==> src/rtl/e_mdu_issue_ctrl.sv <==
// E-stage issue and interlock control for the multiply/divide unit: start pulse, op gating,
// D-stage stall, shadow busy counter cross-checked against the MDU, and a stall-cycle counter.
module e_mdu_issue_ctrl #(
  parameter int MULT_CYC = 5,
  parameter int DIV_CYC  = 10
) (
  input  logic        clk,
  input  logic        reset,
  input  logic        d_mdu_en,
  input  logic        e_valid,
  input  logic        e_mdu_en,
  input  logic [3:0]  e_mdu_op,
  input  logic        e_flush,
  input  logic        mdu_busy,
  output logic        mdu_start,
  output logic [3:0]  mdu_op,
  output logic        stall_d,
  output logic        shadow_busy,
  output logic        err,
  output logic [31:0] stall_cycles
);

  localparam int CW = $clog2(DIV_CYC + 1);

  localparam logic [3:0] OP_MULTU = 4'd1;
  localparam logic [3:0] OP_DIVU  = 4'd3;
  localparam logic [3:0] OP_NONE  = 4'hF;

  logic          live;
  logic [CW-1:0] cnt_q, cnt_d;
  logic          err_q, err_d;
  logic [31:0]   stall_cycles_q, stall_cycles_d;

  // Bubbles and flushed slots must present NONE so no stray mthi/mtlo reaches HI/LO.
  assign live        = e_valid & e_mdu_en & ~e_flush;
  assign mdu_op      = live ? e_mdu_op : OP_NONE;
  assign mdu_start   = live & (e_mdu_op <= OP_DIVU);
  assign shadow_busy = (cnt_q != '0);

  // The start cycle is covered explicitly: the MDU has not registered busy yet.
  assign stall_d = d_mdu_en & (mdu_start | shadow_busy | mdu_busy);

  assign err          = err_q;
  assign stall_cycles = stall_cycles_q;

  // NOTE: combinational blocks use blocking assignments and give every output a default
  // first, so no path leaves a value held and no latch is inferred.
  always_comb begin
    cnt_d = cnt_q;
    if (mdu_start && (e_mdu_op <= OP_MULTU)) begin
      cnt_d = CW'(MULT_CYC);
    end else if (mdu_start) begin
      cnt_d = CW'(DIV_CYC);
    end else if (shadow_busy) begin
      cnt_d = cnt_q - CW'(1);
    end

    // Sticky: MDU disagrees with the shadow, or a start slipped past the interlock.
    err_d = err_q | (mdu_busy != shadow_busy) | (mdu_start & shadow_busy);

    stall_cycles_d = stall_cycles_q + 32'(stall_d);
  end

  // NOTE: sequential state uses non-blocking assignments; reset is synchronous and shared
  // with the MDU, so clearing cnt here abandons any in-flight result.
  always_ff @(posedge clk) begin
    if (reset) begin
      cnt_q          <= '0;
      err_q          <= 1'b0;
      stall_cycles_q <= '0;
    end else begin
      cnt_q          <= cnt_d;
      err_q          <= err_d;
      stall_cycles_q <= stall_cycles_d;
    end
  end

endmodule

==> config.mk <==
export PLATFORM = sky130hd
export DESIGN_NAME = e_mdu_issue_ctrl
export DESIGN_NICKNAME = d
export VERILOG_FILES = /design/src/rtl/e_mdu_issue_ctrl.sv
export SDC_FILE = /design/constraint.sdc
export NUM_CORES = 1
export LEC_CHECK = 0
export CAP_MARGIN = 20
export CORE_UTILIZATION = 62
export DETAILED_ROUTE_END_ITERATION = 16
export DONT_BUFFER_PORTS = 1
export GPL_ROUTABILITY_DRIVEN = 0
export HOLD_SLACK_MARGIN = 0.1
export PLACE_DENSITY = 0.78
export SLEW_MARGIN = 20
export SYNTH_ARGS = -nofsm -noshare
export SYNTH_HDL_FRONTEND = slang
export SYNTH_SLANG_ARGS = --single-unit
==> constraint.sdc <==
create_clock -name clk -period 3.7 [get_ports clk]
set_clock_uncertainty 0.05 [all_clocks]
set_input_delay 0.74 -clock clk [delete_from_list [all_inputs] [get_ports clk]]
set_output_delay 0.74 -clock clk [all_outputs]
set_load 0.01 [all_outputs]
==> results of run 1 <==
-- layout make-up --
type                    instances  area share (%)
well taps                      31            2.01
multi-input cells             155            49.9
repair buffers                  7            2.72
inverters                       9            1.75
clock buffers                   5            1.94
clock inverters                 3            3.36
flip-flops and latches         37            38.3
-- final timing paths --
path,end,slack [ns],cells past startpoint,startpoint
setup / recovery,stall_cycles[30],0.34,10,e_flush
hold / removal,stall_cycles[16],0.39,1,reset
setup reg to reg,stall_cycles[30],0.47,10,cnt_q[1]
hold reg to reg,err,0.44,2,err
-- Yosys cell counts --
library cell	instances
nand3_1	11
o211ai_1	1
or3_1	11
buf_2	3
o311ai_0	1
nand4_4	1
o31a_1	1
a31o_2	1
nand4_1	8
nor2b_1	3
xnor2_1	10
nor2_1	15
clkbuf_1	7
or3b_2	1
nand2b_1	2
or4_1	9
mux2_2	1
or2_2	4
ha_1	5
o21ai_0	11
o31ai_1	7
nand2_1	12
dfxtp_1	37
a21oi_1	23
and4_1	3
nand3b_1	1
nor3_1	5
nor4_1	4
inv_1	9
xor2_1	4
-- state kept, by name, indices dropped and copies added, names as in the netlist --
| signal | flops |
|---|---|
| stall_cycles | 32 |
| cnt_q | 4 |
| err | 1 |
-- where the power goes --
group	leakage [nW]	total, W	switching, W	internal [W]
Sequential	0.300	0.000447	0.0000238	0.000423
Clock	0.0552	0.000348	0.000139	0.000209
Combinational	0.278	0.000152	0.0000829	0.0000696
Total	0.632	0.000947	0.000245	0.000702
-- layer usage --
layer	wire (um)	global-route usage, %	share of wire, %
met5	0	0	0
met4	57	11.8	1.5
met3	233	7.67	6.1
met2	1910	47.3	50
met1	1640	26.2	43
-- cell families after synthesis --
kind of cell	after synthesis
muxes	1
xor gates and xnor gates	14
buffers and inverters	19
DFF	37
adders and majority gates	5
AOI/OAI and AO/OA	45
and+or+nand+nor	90
-- per-stage QoR --
step                      total power [W]  hold slack [ns]  setup TNS (ns)  std cells
after floorplan                  0.000583            0.420               0        211
after global placement           0.000598            0.425               0        239
after detailed placement         0.000607            0.429         -0.0111        239
after CTS                        0.000954            0.380               0        247
after global routing             0.000990            0.369               0        247
final                            0.000947            0.392               0        247
-- worst reg2reg max path, cell delays in order, from the launching register on --
cell	delay (ns)
dfxtp_1	0.39
inv_1	0.08
ha_1	0.17
or3b_2	0.32
o31a_1	0.22
ha_1	0.17
ha_1	0.21
nand4_4	0.09
or4_1	0.73
or4_1	0.57
a21oi_1	0.16
==> qor.txt, run 1 <==
Status - finished, final reports clean
Final Core Density - 70.8%
Worst setup margin - 0.335 ns
CTS tree - built
Setup Viol. Count Final - 0
Clock latency on the worst-skew pair - 0.35 ns
Largest stage delay on the critical path - 0.73 ns
Post-Synth XOR/XNOR Area - 6.88%
Diode count - 0
Crit path buffers/inverters - 1
Largest cells by area after synthesis - dfxtp_1 (42%), a21oi_1 (6.5%), xnor2_1 (4.9%), or3_1 (3.9%), or4_1 (3.8%)
Synth Area in Adders - 3.51%
Fmax - 297 MHz
Relative slew slack - 68.5%
Period Utilization, post-route - 90.9%
Final #Nets - 231
Global-route wire length before repair - 6320 um
Grt total ovfl - 0
Post-synth net total - 227
Largest family of logic cells by synthesized area - simple AND/OR/NAND/NOR gates
Post-synth top area share - 41.6%
Post-CTS setup buffer count - 0
Sink Count - 37
Max FO, Critical Path - 13
Final ANT Viol Nets - 0
P_leak - 0.632 nW
CP arrival - 3.60 ns
DRC - 0
Slew Viols, Final - 0
Starting Density - 65.2%
Pwr dens - 490 nW/um2
Inserted Clock Buffers - 5
Crit Path Class - in2reg
Critical Path RT - 3.94 ns
Commonest non-fill, non-tap cell in the layout - dfxtp_1
Slew @ Worst Pin - 0.472 ns
Largest net degree at the start of global routing - 40
Number of H-tree levels - 2
Drt initial violations - 67
P&R area growth vs syn - 8.57%
Pre-antenna DRT Iters - 4
Sequential area share after synthesis - 41.6%
Vias in the first global route - 1,541
CTS resizes - 0
PortBufs - 0
Syn avg cell area - 8.44 um2
Routed length per instance - 15.6 um
CTS Buffer Depth - 2
Crit path launch type - input port
Routed vias/inst - 6.45
Worst vdd ir - 0.000573 V
Synth Warn # - 0
WL final - 3850 um
Rows - 19
Slowest-stage cell, CP - or4_1
Gr usage total - 25.6%
Area of the core - 2730 um2
Commonest non-fill, non-tap cells in the layout - dfxtp_1 (37), a21oi_1 (23), nor2_1 (15)
DP HPWL - 2630 um
Post-cts hold buffer count - 0
Post-DP Area - 1830 um2
Mux cell area share after synthesis - 0.632%
DR vias - 1,594
Number of antenna violations at the first check in global routing - 0
Post-synthesis cell area - 1780 um2
Synth area leader - dfxtp_1
CTS root buf - clkbuf_4
CTS clk-pin slew, worst paths - 0.12 ns
Min Clock Period, post-route - 3.36 ns
Die height - 55.6 um
Hold Vio Cnt, Final - 0
Final Cell Area - 1930 um2
Hold Path Class - in2reg
Number of synthesized register bits - 37
I/O pins - 51
DP Worst Slack - -0.0111 ns
Post-synth cell types - 30
Multi-input logic area - 966 um2
Die area - 3090 um2
Die Width - 55.6 um
Critical Path End Type - flop
Fillers - 216
Mapped Cells - 211
Compound-Gate Fraction of Synth Area - 14.4%
RSZ-0062 raised after global routing - false
Max-cap violations - 0
Crit path cell chain - nand3b_1 -> or3_1 -> inv_1 -> o31a_1 -> ha_1 -> ha_1 -> nand4_4 -> or4_1 -> or4_1 -> a21oi_1
Simple-Gate Fraction of Synth Area - 28.8%
Delay-heaviest family, CP - simple AND/OR/NAND/NOR gates
Sequential cell area - 741 um2
Layout cells sized above 1 - 10.6%
No activity file was read; power rests on OpenSTA's default activity.
==> run 2: changes to the inputs <==
--- a/config.mk
+++ b/config.mk
@@ -6,12 +6,12 @@
 export NUM_CORES = 1
 export LEC_CHECK = 0
 export CAP_MARGIN = 20
-export CORE_UTILIZATION = 62
+export CORE_UTILIZATION = 35
 export DETAILED_ROUTE_END_ITERATION = 16
 export DONT_BUFFER_PORTS = 1
 export GPL_ROUTABILITY_DRIVEN = 0
 export HOLD_SLACK_MARGIN = 0.1
-export PLACE_DENSITY = 0.78
+export PLACE_DENSITY = 0.58
 export SLEW_MARGIN = 20
 export SYNTH_ARGS = -nofsm -noshare
 export SYNTH_HDL_FRONTEND = slang
==> qor.txt, run 2 (synthesized netlist as in run 1, its figures left out) <==
Routed length per instance - 13.8 um (was 15.6 um)
Max FO, Critical Path - 16 (was 13)
DP Worst Slack - 0.00712 ns (was -0.0111 ns)
CTS Buffer Depth - 2 (unchanged)
Inserted Clock Buffers - 5 (unchanged)
Diode count - 0 (unchanged)
Final Core Density - 40.6% (was 70.8%)
Design Power - 0.000888 W (was 0.000947 W)
PortBufs - 0 (unchanged)
Capture point of the worst reg-to-reg path - stall_cycles[28] (was stall_cycles[30])
Die height - 73.4 um (was 55.6 um)
R2r worst-path depth - 10 (unchanged)
Clock latency on the worst-skew pair - 0.28 ns (was 0.35 ns)
Commonest non-fill, non-tap cells in the layout - dfxtp_1 (37), a21oi_1 (23), nor2_1 (15) (unchanged)
Hold Vio Cnt, Final - 0 (unchanged)
Hold path depth - 2 (was 1)
Pre-antenna DRT Iters - 4 (unchanged)
Number of flip-flops in the largest register - 32 (unchanged)
DP HPWL - 2640 um (was 2630 um)
DR vias - 1,480 (was 1,594)
Fillers - 528 (was 216)
I/O pins - 51 (unchanged)
HP Start - err (was reset)
Slew Viols, Final - 0 (unchanged)
Status - finished, final reports clean (unchanged)
Routed vias/inst - 5.27 (was 6.45)
CTS clk-pin slew, worst paths - 0.07 ns (was 0.12 ns)
CTS tree - built (unchanged)
Reg2Reg Setup Slack - 0.61 ns (was 0.47 ns)
Final ANT Viol Nets - 0 (unchanged)
Worst setup margin - 0.313 ns (was 0.335 ns)
Global-route wire length before repair - 6110 um (was 6320 um)
CTS root buf - clkbuf_8 (was clkbuf_4)
Critical Path RT - 3.87 ns (was 3.94 ns)
Die area - 5380 um2 (was 3090 um2)
Layout cells sized above 1 - 9.35% (was 10.6%)
Pwr dens - 454 nW/um2 (was 490 nW/um2)
Gr usage total - 14.8% (was 25.6%)
Commonest non-fill, non-tap cell in the layout - dfxtp_1 (unchanged)
Hold Path End - err (was stall_cycles[16])
Min Clock Period, post-route - 3.39 ns (was 3.36 ns)
Final TNS setup - 0 ns (unchanged)
Worst vdd ir - 0.000245 V (was 0.000573 V)
Setup Viol. Count Final - 0 (unchanged)
Drt initial violations - 80 (was 67)
CP arrival - 3.56 ns (was 3.60 ns)
CTS resizes - 0 (unchanged)
Crit Path Class - in2reg (unchanged)
Area of the core - 4820 um2 (was 2730 um2)
Die Width - 73.4 um (was 55.6 um)
Period Utilization, post-route - 91.5% (was 90.9%)
Rows - 25 (was 19)
Hold slack - 0.439 ns (was 0.392 ns)
Max-cap violations - 0 (unchanged)
Post-CTS setup buffer count - 0 (unchanged)
Number of H-tree levels - 2 (unchanged)
Multi-input logic area - 966 um2 (unchanged)
Vias in the first global route - 1,263 (was 1,541)
Number of antenna violations at the first check in global routing - 0 (unchanged)
Sequential cell area - 741 um2 (unchanged)
Post-cts hold buffer count - 0 (unchanged)
Relative slew slack - 69.0% (was 68.5%)
Slew @ Worst Pin - 0.464 ns (was 0.472 ns)
Fmax - 295 MHz (was 297 MHz)
Sink Count - 37 (unchanged)
Largest net degree at the start of global routing - 40 (unchanged)
P&R area growth vs syn - 9.76% (was 8.57%)
Crit path launch type - input port (unchanged)
Critical Path End Type - flop (unchanged)
Grt total ovfl - 0 (unchanged)
Starting Density - 37.0% (was 65.2%)
R2r startpoint - cnt_q[1] (unchanged)
Final #Nets - 230 (was 231)
WL final - 3890 um (was 3850 um)
Hold Path Class - reg2reg (was in2reg)
P_leak - 0.617 nW (was 0.632 nW)
DRC - 0 (unchanged)
RSZ-0062 raised after global routing - false (unchanged)
## run 2: changes by cell type in the layout (fill, tap and decap cells not counted)
cell,delta
clkbuf_8,+6
clkinv_2,-1
buf_4,-1
clkbuf_4,-5
bufinv_16,-2
clkbuf_1,+1
## run 2: worst max-delay path, stage by stage
cell,delay (ns)
nand3b_1,0.19
or3_1,0.35
inv_1,0.08
o31a_1,0.16
ha_1,0.15
ha_1,0.24
nand4_4,0.14
or4_1,0.78
or4_1,0.58
a21oi_1,0.14
## run 2: through the flow
stage / instances / cell area [um2]
4_1_cts: 281 / 1960
6_report: 281 / 1960
2_1_floorplan: 211 / 1780
3_5_place_dp: 274 / 1870
5_1_grt: 281 / 1960
3_3_place_gp: 274 / 1870
## run 2: area by class of cell
type / count / area share, %
flip-flops and latches: 37 / 37.9
repair buffers: 6 / 2.30
well taps: 67 / 4.29
clock buffers: 7 / 4.41
inverters: 9 / 1.73
multi-input cells: 155 / 49.4
## run 2: how the worst max path moves through the flow
| stage | start | end | slack [ns] | cells after the start |
|---|---|---|---|---|
| after detailed placement | e_flush | stall_cycles[28] | 0.007 | 10 |
| after CTS | e_flush | stall_cycles[28] | 0.30 | 10 |
| after floorplan | e_flush | stall_cycles[26] | 0.09 | 11 |
| after global routing | e_flush | stall_cycles[30] | 0.07 | 10 |
| after global placement | e_flush | stall_cycles[26] | 0.09 | 10 |
| final | e_flush | stall_cycles[28] | 0.31 | 10 |
## run 2: power breakdown
| part | internal [W] | switching (W) |
|---|---|---|
| clock network | 0.000148 | 0.000134 |
| logic | 0.0000781 | 0.0000814 |
| registers | 0.000424 | 0.0000227 |
| total | 0.000649 | 0.000238 |
## run 2: layer usage
| metal | wire (um) | GRT usage [%] | vias to the layer above |
|---|---|---|---|
| met5 | 0 | 0 | - |
| met4 | 33 | 5.34 | 0 |
| met3 | 263 | 7.54 | 4 |
| met2 | 1760 | 22.4 | 44 |
| met1 | 1830 | 18.1 | 658 |
| li1 | - | - | 774 |
==> run 3: changes to the inputs <==
--- a/config.mk
+++ b/config.mk
@@ -5,13 +5,13 @@
 export SDC_FILE = /design/constraint.sdc
 export NUM_CORES = 1
 export LEC_CHECK = 0
+export BUFFER_PORTS_ARGS = -buffer_cell sky130_fd_sc_hd__buf_4
 export CAP_MARGIN = 20
 export CORE_UTILIZATION = 35
 export DETAILED_ROUTE_END_ITERATION = 16
-export DONT_BUFFER_PORTS = 1
 export GPL_ROUTABILITY_DRIVEN = 0
 export HOLD_SLACK_MARGIN = 0.1
-export PLACE_DENSITY = 0.58
+export PLACE_DENSITY = 0.67
 export SLEW_MARGIN = 20
 export SYNTH_ARGS = -nofsm -noshare
 export SYNTH_HDL_FRONTEND = slang
==> qor.txt, run 3 (synthesized netlist as in run 1, its figures left out) <==
Placed Cells - 326 (was 274)
Sequential cell area - 741 um2 (unchanged)
Capture point of the worst reg-to-reg path - stall_cycles[18] (was stall_cycles[28])
Grt total ovfl - 0 (unchanged)
Max-cap violations - 0 (unchanged)
Crit path launch type - input port (unchanged)
Reg2Reg Setup Slack - 0.54 ns (was 0.61 ns)
Routed length per instance - 12.2 um (was 13.8 um)
Max FO, Critical Path - 9 (was 16)
Hold Vio Cnt, Final - 0 (unchanged)
DRC - 0 (unchanged)
PortBufs - 50 (was 0)
Period Utilization, post-route - 91.1% (was 91.5%)
Commonest non-fill, non-tap cell in the layout - buf_4 (was dfxtp_1)
I/O pins - 51 (unchanged)
Die Width - 73.4 um (unchanged)
Vias in the first global route - 1,422 (was 1,263)
RSZ-0062 raised after global routing - false (unchanged)
DP HPWL - 2860 um (was 2640 um)
HP Start - err (unchanged)
Global-route wire length before repair - 6440 um (was 6110 um)
Fillers - 510 (was 528)
Hold path depth - 2 (unchanged)
Status - finished, final reports clean (unchanged)
Multi-input logic area - 966 um2 (unchanged)
CTS Buffer Depth - 2 (unchanged)
Largest net degree at the start of global routing - 40 (unchanged)
Post-CTS setup buffer count - 0 (unchanged)
Commonest non-fill, non-tap cells in the layout - buf_4 (58), dfxtp_1 (37), a21oi_1 (23) (was dfxtp_1 (37), a21oi_1 (23), nor2_1 (15))
Sink Count - 37 (unchanged)
Number of flip-flops in the largest register - 32 (unchanged)
Starting Density - 37.0% (unchanged)
Layout cells sized above 1 - 27.7% (was 9.35%)
Pre-antenna DRT Iters - 4 (unchanged)
Final TNS setup - 0 ns (unchanged)
Final ANT Viol Nets - 0 (unchanged)
Inserted Clock Buffers - 5 (unchanged)
CTS tree - built (unchanged)
Crit Path Class - in2reg (unchanged)
Slew @ Worst Pin - 0.468 ns (was 0.464 ns)
Critical Path End Type - flop (unchanged)
Critical Path RT - 3.87 ns (about the same)
Clock latency on the worst-skew pair - 0.29 ns (was 0.28 ns)
Rows - 25 (unchanged)
R2r startpoint - cnt_q[0] (was cnt_q[1])
Die height - 73.4 um (unchanged)
Fmax - 297 MHz (was 295 MHz)
R2r worst-path depth - 11 (was 10)
Routed vias/inst - 5.13 (was 5.27)
Drt initial violations - 58 (was 80)
CP arrival - 3.54 ns (was 3.56 ns)
Final #Nets - 282 (was 230)
Slew Viols, Final - 0 (unchanged)
Number of antenna violations at the first check in global routing - 0 (unchanged)
CTS root buf - clkbuf_8 (unchanged)
P&R area growth vs syn - 33.6% (was 9.76%)
CTS resizes - 0 (unchanged)
Die area - 5380 um2 (unchanged)
Number of H-tree levels - 2 (unchanged)
DR vias - 1,713 (was 1,480)
Area of the core - 4820 um2 (unchanged)
Pwr dens - 421 nW/um2 (was 454 nW/um2)
Worst vdd ir - 0.000307 V (was 0.000245 V)
Post-cts hold buffer count - 0 (unchanged)
P_leak - 0.896 nW (was 0.617 nW)
Hold Path Class - reg2reg (unchanged)
Setup Viol. Count Final - 0 (unchanged)
CTS clk-pin slew, worst paths - 0.08 ns (was 0.07 ns)
Gr usage total - 15.4% (was 14.8%)
Final Non-Filler Cells - 334 (was 281)
Min Clock Period, post-route - 3.37 ns (was 3.39 ns)
Relative slew slack - 68.7% (was 69.0%)
WL final - 4060 um (was 3890 um)
Diode count - 0 (unchanged)
Hold Path End - err (unchanged)
run 3: changes by cell type in the layout (fill, tap and decap cells not counted):
cell,previous run,this run
buf_4,6,58
clkinvlp_4,0,1
bufinv_16,0,1
clkbuf_1,1,0
run 3: critical path: stages:
cell and delay [ns]:
buf_4 0.10, nand3b_1 0.15, or3_1 0.34, inv_1 0.08, o31a_1 0.19, ha_1 0.18
ha_1 0.26, nand4_4 0.10, or4_1 0.69, buf_4 0.22, or3_1 0.34, a21oi_1 0.15
run 3: report_power, final:
| part | switching [W] | total (W) | internal [W] |
|---|---|---|---|
| logic | 0.0000954 | 0.000193 | 0.0000972 |
| clock network | 0.000148 | 0.000367 | 0.000219 |
| registers | 0.0000180 | 0.000441 | 0.000423 |
| total | 0.000261 | 0.00100 | 0.000740 |
run 3: metrics by stage:
stage	cell area [um2]	hold WS, ns	setup WS (ns)	total power (W)	util [%]
2_1_floorplan	1780	0.420	0.0862	0.000583	-
3_3_place_gp	2260	0.390	0.142	0.000639	46.9
3_5_place_dp	2260	0.393	0.0477	0.000642	46.9
4_1_cts	2380	0.408	0.342	0.00101	49.4
5_1_grt	2380	0.426	0.177	0.00105	49.4
6_report	2380	0.403	0.329	0.00100	49.4
run 3: worst max-delay path by stage:
stage                       start               end  depth (start not counted)
after floorplan           e_flush  stall_cycles[26]                         11
after global routing      e_flush  stall_cycles[18]                         12
after CTS                 e_flush  stall_cycles[18]                         12
after global placement    e_flush  stall_cycles[22]                         12
final                     e_flush  stall_cycles[18]                         12
after detailed placement  e_flush  stall_cycles[26]                         11
run 3: layout make-up:
cell class | count | share of cell area [%]
sequential | 37 | 31.1
clock buffer | 6 | 3.47
multi-input combinational | 155 | 40.6
clock inverter | 2 | 1.58
tap | 67 | 3.52
timing repair buffer | 58 | 18.3
inverter | 9 | 1.42
run 3: layer usage:
metal	routed length, um	up-vias	GRT usage (%)
met5	0	-	0
met4	30	0	4.49
met3	200	4	3.70
met2	1740	43	23.3
met1	2090	796	21.8
li1	-	870	-
